--- config.mk ---
export PLATFORM = sky130hd
export DESIGN_NAME = sw_key_debounce_lbus
export DESIGN_NICKNAME = d
export VERILOG_FILES = /design/src/rtl/sw_key_debounce_lbus.sv
export SDC_FILE = /design/constraint.sdc
export NUM_CORES = 1
export LEC_CHECK = 0
export CAP_MARGIN = 20
export CORE_MARGIN = 5
export CORE_UTILIZATION = 55
export CTS_CLUSTER_SIZE = 12
export DETAILED_ROUTE_END_ITERATION = 10
export DONT_BUFFER_PORTS = 1
export HOLD_SLACK_MARGIN = 0.05
export PLACE_DENSITY = 0.7
export SETUP_SLACK_MARGIN = 0.05
export SLEW_MARGIN = 20
export SYNTH_ARGS = -nofsm -noshare
export SYNTH_HDL_FRONTEND = slang
export SYNTH_SLANG_ARGS = --single-unit
--- constraint.sdc ---
create_clock -name lb_clk -period 2.2 [get_ports lb_clk]
set_clock_uncertainty 0.05 [all_clocks]
set_input_delay 0.22 -clock lb_clk [delete_from_list [all_inputs] [get_ports lb_clk]]
set_output_delay 0.22 -clock lb_clk [all_outputs]
set_load 0.03 [all_outputs]
--- src/rtl/sw_key_debounce_lbus.sv ---
// rtl/sw_key_debounce_lbus.sv - debounced key/switch peripheral with event flags on the XT local bus
//
// Ports:
//   lb_clk   - bus/peripheral clock (single clock domain)
//   rst_n    - synchronous active-low reset
//   xt_lb    - local bus slave view (addr[2:0], wdata, qualified write strobe we)
//   rdata    - combinational read data selected by xt_lb.addr[2:0]
//   irq      - level interrupt (enabled KEY_PRESS bits, or any SW_CHANGE when enabled)
//   key_raw  - asynchronous key pins
//   sw_raw   - asynchronous switch pins

package xt_lb_pkg;
    typedef struct packed {
        logic [15:0] addr;
        logic [15:0] wdata;
        logic        we;
    } lb_slave_t;
endpackage

module sw_key_debounce_lbus
    import xt_lb_pkg::*;
#(
    parameter int KEY_NUM        = 4,
    parameter int SW_NUM         = 3,
    parameter int KEY_ACTIVE_LOW = 1,
    parameter int TICK_DIV       = 50000,
    parameter int STABLE_TICKS   = 8
) (
    input  logic                lb_clk,
    input  logic                rst_n,
    input  lb_slave_t           xt_lb,
    output logic [15:0]         rdata,
    output logic                irq,
    input  logic [KEY_NUM-1:0]  key_raw,
    input  logic [SW_NUM-1:0]   sw_raw
);

    localparam int N  = KEY_NUM + SW_NUM;
    localparam int CW = $clog2(STABLE_TICKS + 1);
    localparam int PW = $clog2(TICK_DIV);

    localparam logic [2:0] A_KEY_STATE   = 3'd0;
    localparam logic [2:0] A_SW_STATE    = 3'd1;
    localparam logic [2:0] A_KEY_PRESS   = 3'd2;
    localparam logic [2:0] A_KEY_RELEASE = 3'd3;
    localparam logic [2:0] A_SW_CHANGE   = 3'd4;
    localparam logic [2:0] A_IRQ_EN      = 3'd5;

    // Upper address and data bits are not decoded by this slave.
    logic w_unused;
    assign w_unused = ^{xt_lb.addr[15:3], xt_lb.wdata};

    // Keys occupy the low bits of the combined vector, switches the high bits.
    logic [N-1:0] w_in;
    assign w_in = {sw_raw, (KEY_ACTIVE_LOW != 0) ? ~key_raw : key_raw};

    logic [N-1:0] r_s1;
    logic [N-1:0] r_s2;

    always_ff @(posedge lb_clk) begin
        if (!rst_n) begin
            r_s1 <= '0;
            r_s2 <= '0;
        end else begin
            r_s1 <= w_in;
            r_s2 <= r_s1;
        end
    end

    // Shared prescaler: tick is high for the single cycle the count sits at TICK_DIV-1.
    logic [PW-1:0] r_pre;
    logic          w_tick;
    assign w_tick = (r_pre == PW'(TICK_DIV - 1));

    always_ff @(posedge lb_clk) begin
        if (!rst_n)      r_pre <= '0;
        else if (w_tick) r_pre <= '0;
        else             r_pre <= r_pre + 1'b1;
    end

    // Debounce: a new level is only accepted after STABLE_TICKS consecutive
    // ticks that disagree with the current level; any agreeing tick restarts.
    logic [N-1:0]  r_d;
    logic [CW-1:0] r_c [N];
    logic [N-1:0]  w_d_next;
    logic [CW-1:0] w_c_next [N];

    always_comb begin
        w_d_next = r_d;
        for (int i = 0; i < N; i++) begin
            w_c_next[i] = r_c[i];
            if (w_tick) begin
                if (r_s2[i] == r_d[i]) begin
                    w_c_next[i] = '0;
                end else if (r_c[i] == CW'(STABLE_TICKS - 1)) begin
                    w_d_next[i] = r_s2[i];
                    w_c_next[i] = '0;
                end else begin
                    w_c_next[i] = r_c[i] + 1'b1;
                end
            end
        end
    end

    always_ff @(posedge lb_clk) begin
        if (!rst_n) begin
            r_d <= '0;
            for (int i = 0; i < N; i++) r_c[i] <= '0;
        end else begin
            r_d <= w_d_next;
            for (int i = 0; i < N; i++) r_c[i] <= w_c_next[i];
        end
    end

    // Edges are taken from the next-state value so flags land on the same edge as d.
    logic [N-1:0] w_rise;
    logic [N-1:0] w_fall;
    assign w_rise = w_d_next & ~r_d;
    assign w_fall = ~w_d_next & r_d;

    logic w_wr_press, w_wr_release, w_wr_change, w_wr_en;
    assign w_wr_press   = xt_lb.we && (xt_lb.addr[2:0] == A_KEY_PRESS);
    assign w_wr_release = xt_lb.we && (xt_lb.addr[2:0] == A_KEY_RELEASE);
    assign w_wr_change  = xt_lb.we && (xt_lb.addr[2:0] == A_SW_CHANGE);
    assign w_wr_en      = xt_lb.we && (xt_lb.addr[2:0] == A_IRQ_EN);

    logic [KEY_NUM-1:0] w_clr_press, w_clr_release;
    logic [SW_NUM-1:0]  w_clr_change;
    assign w_clr_press   = w_wr_press   ? xt_lb.wdata[KEY_NUM-1:0] : '0;
    assign w_clr_release = w_wr_release ? xt_lb.wdata[KEY_NUM-1:0] : '0;
    assign w_clr_change  = w_wr_change  ? xt_lb.wdata[SW_NUM-1:0]  : '0;

    logic [KEY_NUM-1:0] r_press;
    logic [KEY_NUM-1:0] r_release;
    logic [SW_NUM-1:0]  r_change;
    logic [KEY_NUM-1:0] r_en_key;
    logic               r_en_sw;

    // Set is OR-ed in after the clear, so a coincident edge always survives.
    always_ff @(posedge lb_clk) begin
        if (!rst_n) begin
            r_press   <= '0;
            r_release <= '0;
            r_change  <= '0;
            r_en_key  <= '0;
            r_en_sw   <= 1'b0;
        end else begin
            r_press   <= (r_press   & ~w_clr_press)   | w_rise[KEY_NUM-1:0];
            r_release <= (r_release & ~w_clr_release) | w_fall[KEY_NUM-1:0];
            r_change  <= (r_change  & ~w_clr_change)
                         | w_rise[N-1:KEY_NUM] | w_fall[N-1:KEY_NUM];
            if (w_wr_en) begin
                r_en_key <= xt_lb.wdata[KEY_NUM-1:0];
                r_en_sw  <= xt_lb.wdata[15];
            end
        end
    end

    always_comb begin
        rdata = '0;
        case (xt_lb.addr[2:0])
            A_KEY_STATE:   rdata[KEY_NUM-1:0] = r_d[KEY_NUM-1:0];
            A_SW_STATE:    rdata[SW_NUM-1:0]  = r_d[N-1:KEY_NUM];
            A_KEY_PRESS:   rdata[KEY_NUM-1:0] = r_press;
            A_KEY_RELEASE: rdata[KEY_NUM-1:0] = r_release;
            A_SW_CHANGE:   rdata[SW_NUM-1:0]  = r_change;
            A_IRQ_EN: begin
                rdata[KEY_NUM-1:0] = r_en_key;
                rdata[15]          = r_en_sw;
            end
            default:       rdata = '0;
        endcase
    end

    assign irq = (|(r_press & r_en_key)) | (r_en_sw & (|r_change));

endmodule

# Word-level counts from Yosys, hierarchy flattened

Memories as Yosys holds them, arrays and structs flattened.
Index checks and enable logic that the tools add are counted.

Multipliers: 0
Divide/modulo/power cells: 0
Bitwise logic cells: 26
$add $sub $neg: 8
Reductions and logical operators: 8
$lt $le $gt $ge: 0
Shifts and indexed selects: 0
Multiplexer cells: 57
Equality and inequality tests: 20

Operators by type and width:

| cell                    | number |
|---|---|
| $mux W4                 | 30 |
| $add A4 B1 Y4 const B   | 7 |
| $eq A4 B3 Y1 const B    | 7 |
| $mux W1                 | 24 |
| $pmux W3 S6             | 1 |
| $add A16 B1 Y16 const B | 1 |
| $eq A16 B16 Y1 const B  | 1 |
| $and A7 B7 Y7           | 2 |
| $not A7 Y7              | 2 |
| $and A4 B4 Y4           | 3 |
| $not A4 Y4              | 3 |
| $or A1 B1 Y1            | 8 |
| $or A4 B4 Y4            | 2 |
| $eq A1 B1 Y1            | 7 |
| $eq A3 B2 Y1 const B    | 2 |
| $eq A3 B3 Y1 const B    | 2 |
| $or A3 B3 Y3            | 2 |
| $logic_and A1 B1 Y1     | 4 |
| $pmux W1 S4             | 1 |
| $reduce_or A4 Y1        | 1 |
| $and A3 B3 Y3           | 1 |
| $eq A3 B1 Y1 const B    | 1 |
| $logic_not A3 Y1        | 1 |
| $mux W3                 | 1 |
| other kinds (5)         | 5 |

Memories kept: 1
Register bits after elaboration: 53
Bits in writable memories: 28
Latch bits: 0
ROM bits: 0
Output and inout bits: 17

Memory list:

| memory | words | bits a word | read ports | clocked after memory_dff | wr ports | RTL line | text |
|---|---|---|---|---|---|---|---|
| r_c    | 7     | 4           | 7          | 0                        | 7        | 84       | `logic [CW-1:0] r_c [N];` |

# Logic depth before layout (Yosys ltp)

An unclocked memory read counts as a cell.

Depth in word-level cells: 8
Depth in mapped cells: 6
Mapped depth without buffers: 5

# Worst setup path after synthesis

OpenSTA, ideal clock, no wires.

Path type: input to output
From: input xt_lb[18] (netlist bit)
To: output rdata[3]
Setup slack: 0.519 ns
Path buffers: 1
Stages on the path: 5
Data required time: 1.930 ns
Arrival: 1.411 ns
Cell sequence: buf_1 mux2i_1 nor2_1 a31oi_1 o21ai_0

Longest elaborated chain between the ends: 2
Elaborated cells on any way between the ends: 5
Classes of those cells: eq/ne (3); mux (1); reduce/logical (1)

RTL lines:

| what                                       | RTL line | text |
|---|---|---|
| start, declared                            | 31       | `input lb_slave_t xt_lb,` |
| $eq A3 B3 Y1, or another cell as far along | 161      | `case (xt_lb.addr[2:0])` |
| $pmux W1 S4 *                              | 161      |  |
| end, declared                              | 32       | `output logic [15:0] rdata,` |

Every way passes the cells marked *; elsewhere a longest branch is shown, timed or not.

# Worst setup path after layout

From: register r_pre[0]
To: register r_d[2]

Longest elaborated chain between the ends: 2

RTL lines:

| what                   | RTL line | text |
|---|---|---|
| start, declared        | 71       | `logic [PW-1:0] r_pre;` |
| start signal, assigned | 78       | `else r_pre <= r_pre + 1'b1;` |
| $eq A16 B16 Y1         | 73       | `assign w_tick = (r_pre == PW'(TICK_DIV - 1));` |
| $mux W1                | 92       | `if (w_tick) begin` |
| end signal, assigned   | 110      | `r_d <= w_d_next;` |
| end, declared          | 83       | `logic [N-1:0] r_d;` |

Every way passes these cells.
A chain may end at the register's enable or synchronous reset.

==> run summary <==
========================================================================================================
Required time at the endpoint of the critical path                                               2.37 ns
Static leakage power                                                                            1.636 nW
Initial antenna violation count                                                                        0
CTS tree                                                                                           built
Final wirelength                                                                                 8317 um
DPL Wire Length                                                                                  5275 um
Synthesis-to-layout area growth                                                                   13.42%
Placeable core region                                                                       0.006869 mm^2
Critical hold path startpoint                                                                   xt_lb[2]
Number of standard cells after synthesis                                                             444
GRT Total Usage                                                                                   19.67%
Most frequent cells in the layout                                                           81 x sky130_fd_sc_hd__dfxtp_1, 46 x sky130_fd_sc_hd__nand3_1, 38 x sky130_fd_sc_hd__nand2_1, 27 x sky130_fd_sc_hd__nor2_1, 21 x sky130_fd_sc_hd__dlygate4sd3_1
Detailed-route wire length per cell                                                             14.62 um
Element type at the critical path end                                                           register
Via density per instance                                                                           5.731
Post-layout minimum cycle time                                                                  1.982 ns
Highest clock frequency the design can meet                                                    504.6 MHz
Number of CTS-inserted buffers                                                                         9
Cells on worst reg2reg path                                                                            6
Ports placed on the boundary                                                                          59
Global-route wire length before repair                                                          14160 um
Die width                                                                                       94.28 um
Total vias in the final route                                                                       3261
Depth of the CTS H-tree                                                                                3
Unrepaired setup endpoints after global routing                                                       no
Number of enable flip-flop cells after synthesis                                                       0
Largest family of logic cells by synthesized area                                           simple AND/OR/NAND/NOR gates
Cell count after placement                                                                           526
Remaining routing DRC violations                                                                       0
Layout Nets                                                                                          521
Number of DRC violations after detailed-routing iteration 0                                          135
Final weighted congestion in routability-driven placement                                         0.8266
GR Overflow Total                                                                                      0
Fraction of registers with async set or reset after synthesis                                         0%
Total count of max-transition violations in the final report                                           0
Post-CTS clock slew at the launch and capture registers of the worst setup and hold paths        0.08 ns
Placed cell areas                                                                           0.003955 mm^2
Run status                                                                                  complete, no violations
Number of violations of the max-capacitance limit                                                      0
Simple-gate portion of the synthesized area                                                       27.13%
1st-pass router iterations                                                                             4
Hold crit path type                                                                               in2reg
Worst-margin pin slew                                                                          0.7403 ns
Main synth FF type                                                                          sky130_fd_sc_hd__dfxtp_1
CTS max path bufs                                                                                      2
Antenna-violating nets left                                                                            0
Unique masters post-synth                                                                             47
Number of I/O port buffers                                                                             0
Worst r2r dst                                                                                     r_d[2]
Number of global-route vias before repair                                                           3110
Post-route cell area                                                                        0.004431 mm^2
Worst hold path depth                                                                                  3
Clk_lat worst skew                                                                               0.33 ns
Warning count from the yosys run                                                                       0
Fraction of synthesized area in multiplexers                                                      3.459%
Count of clock tree sinks                                                                             81
Count of instances resized after the clock tree is built                                               0
Parity-gate share of the synthesized area counting xor and xnor cells                             4.709%
Share of layout cells above drive strength 1                                                      7.611%
Max transition margin                                                                             49.97%
WS Path Type                                                                                     reg2reg
Register bit total from synthesis                                                                     81
Critical path arrival                                                                            2.15 ns
Post-route setup TNS                                                                                0 ns
Maximum number of pins on one net before global-route repair                                          73
Clock Tree Root                                                                             sky130_fd_sc_hd__clkbuf_8
Row count                                                                                             30
Antenna cell count                                                                                     0
Worst-path maximum fanout                                                                              8
Cell Pwr Density                                                                            595.5 mW/mm^2
Share of the yosys chip area belonging to registers                                               41.51%
Reg2reg start                                                                                   r_pre[0]
Floorplan die area                                                                          0.008888 mm^2
Hold Fails Final Rpt                                                                                   0
Share of the clock period used by the worst path after layout                                     90.09%
Startpoint kind of the worst setup timing path                                                  register
Most common library cell in the layout ignoring fill and taps                               sky130_fd_sc_hd__dfxtp_1
Die Y                                                                                           94.28 um
Initial core utilization                                                                          56.87%
Synthesized-area fraction occupied by adder cells                                                 2.562%
Setup slack, reg-to-reg                                                                          0.22 ns
Compound-cell area share of the yosys netlist                                                     14.57%
Area of the mapped netlist                                                                  0.003906 mm^2
Peak supply drop                                                                               0.3350 mV
Non-filler cells in the finished layout                                                              569
Mean post-synth cell area                                                                     8.798 um^2
Fraction of the core area covered by cells at the end of the flow                                 64.50%
Terminating pin of the worst hold path                                                       r_change[1]
Final Setup Violations                                                                                 0
========================================================================================================
-- power breakdown --
| part | internal, W | leakage, nW | switching, W |
|---|---|---|---|
| clock network | 0.000509 | 0.0824 | 0.000475 |
| registers | 0.00148 | 0.656 | 0.0000139 |
| logic | 0.0000687 | 0.897 | 0.0000883 |
-- sequential cells by signal (all words and copies together) (netlist names) --
signal	cells
r_en_key	4
r_pre	16
r_release	4
r_s2	7
r_s1	7
r_en_sw	1
r_c	28
r_change	3
r_press	4
r_d	7
-- cell families (layout without fill, tap and decap cells) --
group | after synthesis | after routing
and+or+nand+nor | 194 | 194
DFF | 81 | 81
AOI/OAI and AO/OA | 80 | 80
buffers and inverters | 46 | 65
xor gates and xnor gates | 21 | 21
muxes | 13 | 13
adders and majority gates | 8 | 8
other | 1 | 11
-- area by class of cell --
type	count	area, um^2
repair buffers	41	392.9
well taps	96	120.1
clock buffers	12	135.1
fillers	618	2439
flip-flops and latches	81	1622
multi-input cells	327	2090
clock inverters	1	30.03
inverters	11	41.29
-- metal layers --
layer | routed length [um] | track usage, % | up-vias
met3 | 337 | 2.885 | 11
met5 | 0 | 0 | -
met4 | 122 | 7.220 | 0
met1 | 3941 | 25.80 | 1550
li1 | - | - | 1635
met2 | 3915 | 32.62 | 65
-- cell usage after synthesis, types with 2 or more instances --
cell                       instances  area share (%)
sky130_fd_sc_hd__a21boi_0          4            0.77
sky130_fd_sc_hd__a221oi_1          2            0.45
sky130_fd_sc_hd__a22oi_1          12             2.3
sky130_fd_sc_hd__a31oi_1           5            0.80
sky130_fd_sc_hd__and2_1           15             2.4
sky130_fd_sc_hd__and3_1            3            0.48
sky130_fd_sc_hd__and4b_1           3            0.77
sky130_fd_sc_hd__buf_1             4            0.38
sky130_fd_sc_hd__buf_2             3            0.38
sky130_fd_sc_hd__buf_4            11             2.1
sky130_fd_sc_hd__buf_6             2            0.58
sky130_fd_sc_hd__clkbuf_1         15             1.4
sky130_fd_sc_hd__dfxtp_1          81              42
sky130_fd_sc_hd__ha_1              8             2.6
sky130_fd_sc_hd__inv_1            11             1.1
sky130_fd_sc_hd__mux2_2            4             1.2
sky130_fd_sc_hd__mux2i_1           9             2.3
sky130_fd_sc_hd__nand2_1          38             3.7
sky130_fd_sc_hd__nand2b_1         12             1.9
sky130_fd_sc_hd__nand3_1          46             5.9
sky130_fd_sc_hd__nand3b_1          8             1.5
sky130_fd_sc_hd__nand4_1          10             1.6
sky130_fd_sc_hd__nor2_1           27             2.6
sky130_fd_sc_hd__nor2b_1          15             2.4
sky130_fd_sc_hd__nor3_1            2            0.26
sky130_fd_sc_hd__nor4_1            7             1.1
sky130_fd_sc_hd__nor4bb_1          2            0.51
sky130_fd_sc_hd__o211ai_1         11             2.1
sky130_fd_sc_hd__o21ai_0          15             1.9
sky130_fd_sc_hd__o22ai_1           5            0.80
sky130_fd_sc_hd__o311ai_0          2            0.45
sky130_fd_sc_hd__o31ai_1           8             1.5
sky130_fd_sc_hd__o41ai_1          11             2.5
sky130_fd_sc_hd__xnor2_1          15             3.4
sky130_fd_sc_hd__xor2_1            6             1.3
-- worst max-delay path by stage --
stage,from,to,slack (ns)
5_1_grt,r_pre[0],r_c[4][3],0.11
2_1_floorplan,xt_lb[18],rdata[3],0.52
3_3_place_gp,r_pre[0],r_c[3][0],0.21
3_5_place_dp,r_pre[0],r_c[3][3],0.18
4_1_cts,r_pre[0],r_c[3][3],0.17
6_report,r_pre[0],r_d[2],0.22
-- worst max-delay path: stages (launching register included) --
cell                      delay [ns]
sky130_fd_sc_hd__dfxtp_1        0.40
sky130_fd_sc_hd__ha_1           0.22
sky130_fd_sc_hd__and3_1         0.30
sky130_fd_sc_hd__nand4_4        0.20
sky130_fd_sc_hd__buf_12         0.19
sky130_fd_sc_hd__buf_4          0.15
sky130_fd_sc_hd__o41ai_1        0.36
-- per-stage QoR --
step / setup WS (ns) / hold WS [ns] / total power [W]
finish: 0.2181 / 0.06120 / 0.002638
global route: 0.1117 / 0.05398 / 0.002750
CTS: 0.1735 / 0.05828 / 0.002667
detailed placement: 0.1751 / 0.2439 / 0.001632
global placement: 0.2132 / 0.2425 / 0.001629
floorplan: 0.5187 / 0.2416 / 0.001656
-- timing repair --
item	in CTS	in global routing
endpoints found under the hold margin	62	0
setup buffers	0	8
endpoints found under the setup margin	0	4
hold buffers	22	0
(Power assumes the default switching activity.)
==> edit 1 (config.mk and constraints unchanged) <==
Add an input register stage for `key_raw`, without a reset; this delays it by one clock. The other inputs are not delayed to match.
--- a/src/rtl/sw_key_debounce_lbus.sv
+++ b/src/rtl/sw_key_debounce_lbus.sv
@@ -47,4 +47,10 @@
     localparam logic [2:0] A_IRQ_EN      = 3'd5;
 
+    logic [KEY_NUM-1:0] key_raw_q;
+
+    always_ff @(posedge lb_clk) begin
+        key_raw_q <= key_raw;
+    end
+
     // Upper address and data bits are not decoded by this slave.
     logic w_unused;
@@ -53,5 +59,5 @@
     // Keys occupy the low bits of the combined vector, switches the high bits.
     logic [N-1:0] w_in;
-    assign w_in = {sw_raw, (KEY_ACTIVE_LOW != 0) ? ~key_raw : key_raw};
+    assign w_in = {sw_raw, (KEY_ACTIVE_LOW != 0) ? ~key_raw_q : key_raw_q};
 
     logic [N-1:0] r_s1;
Function: no difference found for any inputs over 10 cycles, from zero or initial values and one cycle with rst_n low; that may be too few to reach the edited logic, so the function may still have changed.
==> edit 1 against the original RTL <==
Utilization up 0.39 points. Critical path depth down 1. Wire length down 2.1%. Final area about the same. Sequential cell count up 4. First-iteration DRC count up 33%. Setup slack worse by 0.14 ns. Clock power about the same. Via count down 3.0%. Critical endpoint is now r_release[3]. Hold slack worse by 0.0036 ns. Total power up 2.3%. Area after synthesis down 0.86%.
==> edit 1: results (changes against the original RTL) <==
| Metric | Value |
|---|---|
| Outcome | `finished clean` |
| Ant diodes | `0 (unchanged)` |
| DPL Wire Length | `5.46 mm (+3.5%)` |
| CP max stage cell | `or4_4` |
| CP top delay family | `simple AND/OR/NAND/NOR gates` |
| Synth cell count leaders | `dfxtp_1, nand3_1, nand2_1` |
| Layout cells sized above 1 | `14.1% (+6.5 points)` |
| WL met3 | `333 um (-1.2%)` |
| Combinational share of power | `5.4% (-0.5 points)` |
| Initial DRC Count | `179 (+33%)` |
| Post-synthesis sequential area ratio | `43.9% (+2.4 points)` |
| Vias in the first global route | `3,079 (-1.0%)` |
| Tot GR Track Use | `19.9% (+0.27 points)` |
| Internal power | `2050 uW (-0.60%)` |
| Worst Hold Slack | `0.0576 ns (-0.00358 ns)` |
| Filler cells | `592 (-4.2%)` |
| CTS Hold Buffers Added | `14 (-36%)` |
| Worst path max stage delay | `0.53 ns (+0.13 ns)` |
| Fin nets | `513 (-1.5%)` |
| CTS resizes | `6 (+6)` |
| M1 GR Usage | `25.3% (-0.46 points)` |
| Worst-Skew Late Latency | `0.35 ns (+0.02 ns)` |
| Gp weighted congestion | `0.784 (-5.2%)` |
| Worst path arrival time | `2.36 ns (+0.21 ns)` |
| Static Leak | `0.00169 uW (+3.2%)` |
| First-pass detailed-route iteration total | `5 (+1)` |
| Setup Buffers After CTS | `4 (+4)` |
| Setup slack, reg-to-reg | `0.08 ns (-0.14 ns)` |
| Hold Crit Class | `input port to register` |
| Library cells used by synthesis | `51 (+8.5%)` |
| M2 GR Usage | `33.2% (+0.61 points)` |
| Vias/cell | `5.62 (-2.0%)` |
| Worst VDD drop | `0.000502 V (+50%)` |
| Routed length per instance | `14.5 um (-1.1%)` |
| Power in the clock group | `982 uW (about the same)` |
| Worst Max-Slew Pin Slew | `0.628 ns (-0.113 ns)` |
| Worst Path Max Fanout | `6 (-2)` |
| Met2 WL | `3.97 mm (+1.4%)` |
## edit 1: cell types whose count changed after synthesis, sizes merged, moves of 5 or more
cell,change
nor2b,-10
inv,-8
nand3b,-5
nor2,+9
o211ai,-8
o41ai,-10
xnor2,-5
a21oi,+21
nand4b,+9
a22oi,-7
nand4,-7
o21ai,+8
## edit 1: area by class of cell
class                   count  area [um2]  share of cell area [%]
clock buffers              10         138                    3.10
clock inverters             5        37.5                   0.847
inverters                   4        15.0                   0.339
multi-input cells         327        2080                    46.8
flip-flops and latches     85        1710                    38.5
well taps                  96         120                    2.71
repair buffers             36         340                    7.68
## edit 1: kinds of logic after synthesis
group / after synthesis / share of synthesized area, %
adders and majority gates: 8 / 2.58
DFF: 85 / 43.9
muxes: 12 / 3.20
xor gates and xnor gates: 16 / 3.62
AOI/OAI and AO/OA: 86 / 15.2
buffers and inverters: 35 / 5.01
and+or+nand+nor: 194 / 26.4
other: 1 / 0.0968
## edit 1: path summary, 6_finish.rpt
path                                   start            to  depth (start not counted)
worst max-delay path               r_pre[13]  r_release[3]                          5
worst min-delay path                xt_lb[2]   r_change[1]                          2
worst max register to register     r_pre[13]  r_release[3]                          5
worst min register to register  key_raw_q[3]       r_s1[3]                          1
## edit 1: per-stage QoR
| step | util [%] | total power [uW] | cells | worst slack [ns] | cell area, um2 |
|---|---|---|---|---|---|
| final | 64.9 | 2700 | 563 | 0.0776 | 4430 |
| after global routing | 64.9 | 2810 | 563 | 0.0261 | 4430 |
| after CTS | 64.4 | 2720 | 563 | 0.0423 | 4400 |
| after detailed placement | 58.8 | 1710 | 530 | 0.0125 | 4020 |
| after global placement | 58.8 | 1710 | 530 | 0.0458 | 4020 |
| after floorplan | - | 1720 | 447 | 0.139 | 3910 |
==> edit 2 (same flow settings) <==
Made on the original files. The parameter `STABLE_TICKS` goes from 8 to 16.
--- a/src/rtl/sw_key_debounce_lbus.sv
+++ b/src/rtl/sw_key_debounce_lbus.sv
@@ -25,5 +25,5 @@
     parameter int KEY_ACTIVE_LOW = 1,
     parameter int TICK_DIV       = 50000,
-    parameter int STABLE_TICKS   = 8
+    parameter int STABLE_TICKS   = 16
 ) (
     input  logic                lb_clk,
Behaviour: same outputs for any inputs over 10 cycles, from zero or initial values and one cycle with rst_n low; that may be too few to reach the edited logic, so the function may still have changed.
==> edit 2 against the original RTL <==
Global-route usage is 0.29 points higher. Fmax grew 6.4%. Final area up 1.6%. Sequential power is 8% higher. Largest power group unchanged. Non-clock buffer count shrank 12. Combinational power decreased by 6%. Wire length is 2.2% higher. Setup slack improved by 0.12 ns. Sequential cell count is 7 higher. Hold slack improved by 0.030 ns. Critical endpoint is now r_c[2][3]. Area after synthesis is 2.8% higher. Total power increased by 12%.
==> edit 2: results (changes against the original RTL) <==
| Metric | Value |
|---|---|
| Worst r2r path cells | `5 (-1)` |
| Static Leak | `0.00168 uW (+2.7%)` |
| Combinational share of power | `5.0% (-0.9 points)` |
| Hold_sp | `rst_n` |
| WL met3 | `359 um (+6.5%)` |
| Filler cells | `616 (-0.32%)` |
| Adder-Cell Fraction of Synth Area | `2.49% (-0.069 points)` |
| Seq power | `1620 uW (+8%)` |
| Fin nets | `531 (+1.9%)` |
| GR Layer Usage met3 | `5.84% (+3.0 points)` |
| Layout cells sized above 1 | `7.82% (+0.21 points)` |
| Worst Hold Endpoint | `r_d[1]` |
| DPL Wire Length | `5.71 mm (+8.3%)` |
| Tot GR Track Use | `20.0% (+0.29 points)` |
| Initial DRC Count | `217 (+61%)` |
| Outcome | `finished clean` |
| Compound-gate portion of the synthesized area | `13.5% (-1.0 points)` |
| XOR/XNOR share of the synthesized area | `4.36% (-0.34 points)` |
| FF-to-FF End | `r_c[2][3]` |
| Vias post-DR | `3,346 (+2.6%)` |
| Top post-synthesis cells by area | `dfxtp_1, nand3_1, nand2_1, o21ai_0, nor2_1` |
| M2 GR Usage | `34.2% (+1.5 points)` |
| First-pass GRT wire length | `14.3 mm (+0.73%)` |
| Worst path arrival time | `2.09 ns (-0.06 ns)` |
| Synth cell count leaders | `dfxtp_1, nand3_1, nand2_1` |
edit 2: per-stage QoR:
stage	hold slack, ns	instances	cell area, um2	worst slack (ns)	total power [uW]
final	0.0917	585	4500	0.338	2940
after CTS	0.0702	585	4500	0.346	2980
after floorplan	0.242	476	4050	0.411	1780
after detailed placement	0.245	550	4080	0.367	1770
after global placement	0.244	550	4080	0.386	1770
after global routing	0.117	585	4500	0.218	3060
edit 2: repair_timing:
action,in CTS,in global routing
hold endpoints to repair,41,0
setup endpoints to repair,0,0
hold buffers,19,0
edit 2: final cells by class:
type	count	share of cell area (%)
sequential	88	39.1
clock inverter	2	0.778
clock buffer	14	4.06
multi-input combinational	346	46.3
timing repair buffer	29	6.39
inverter	7	0.584
tap	99	2.75
edit 2: kinds of logic after synthesis:
logic type | Yosys count
AOI/OAI and AO/OA | 88
xor gates and xnor gates | 20
adders and majority gates | 8
buffers and inverters | 42
DFF | 88
muxes | 8
other | 1
and+or+nand+nor | 211
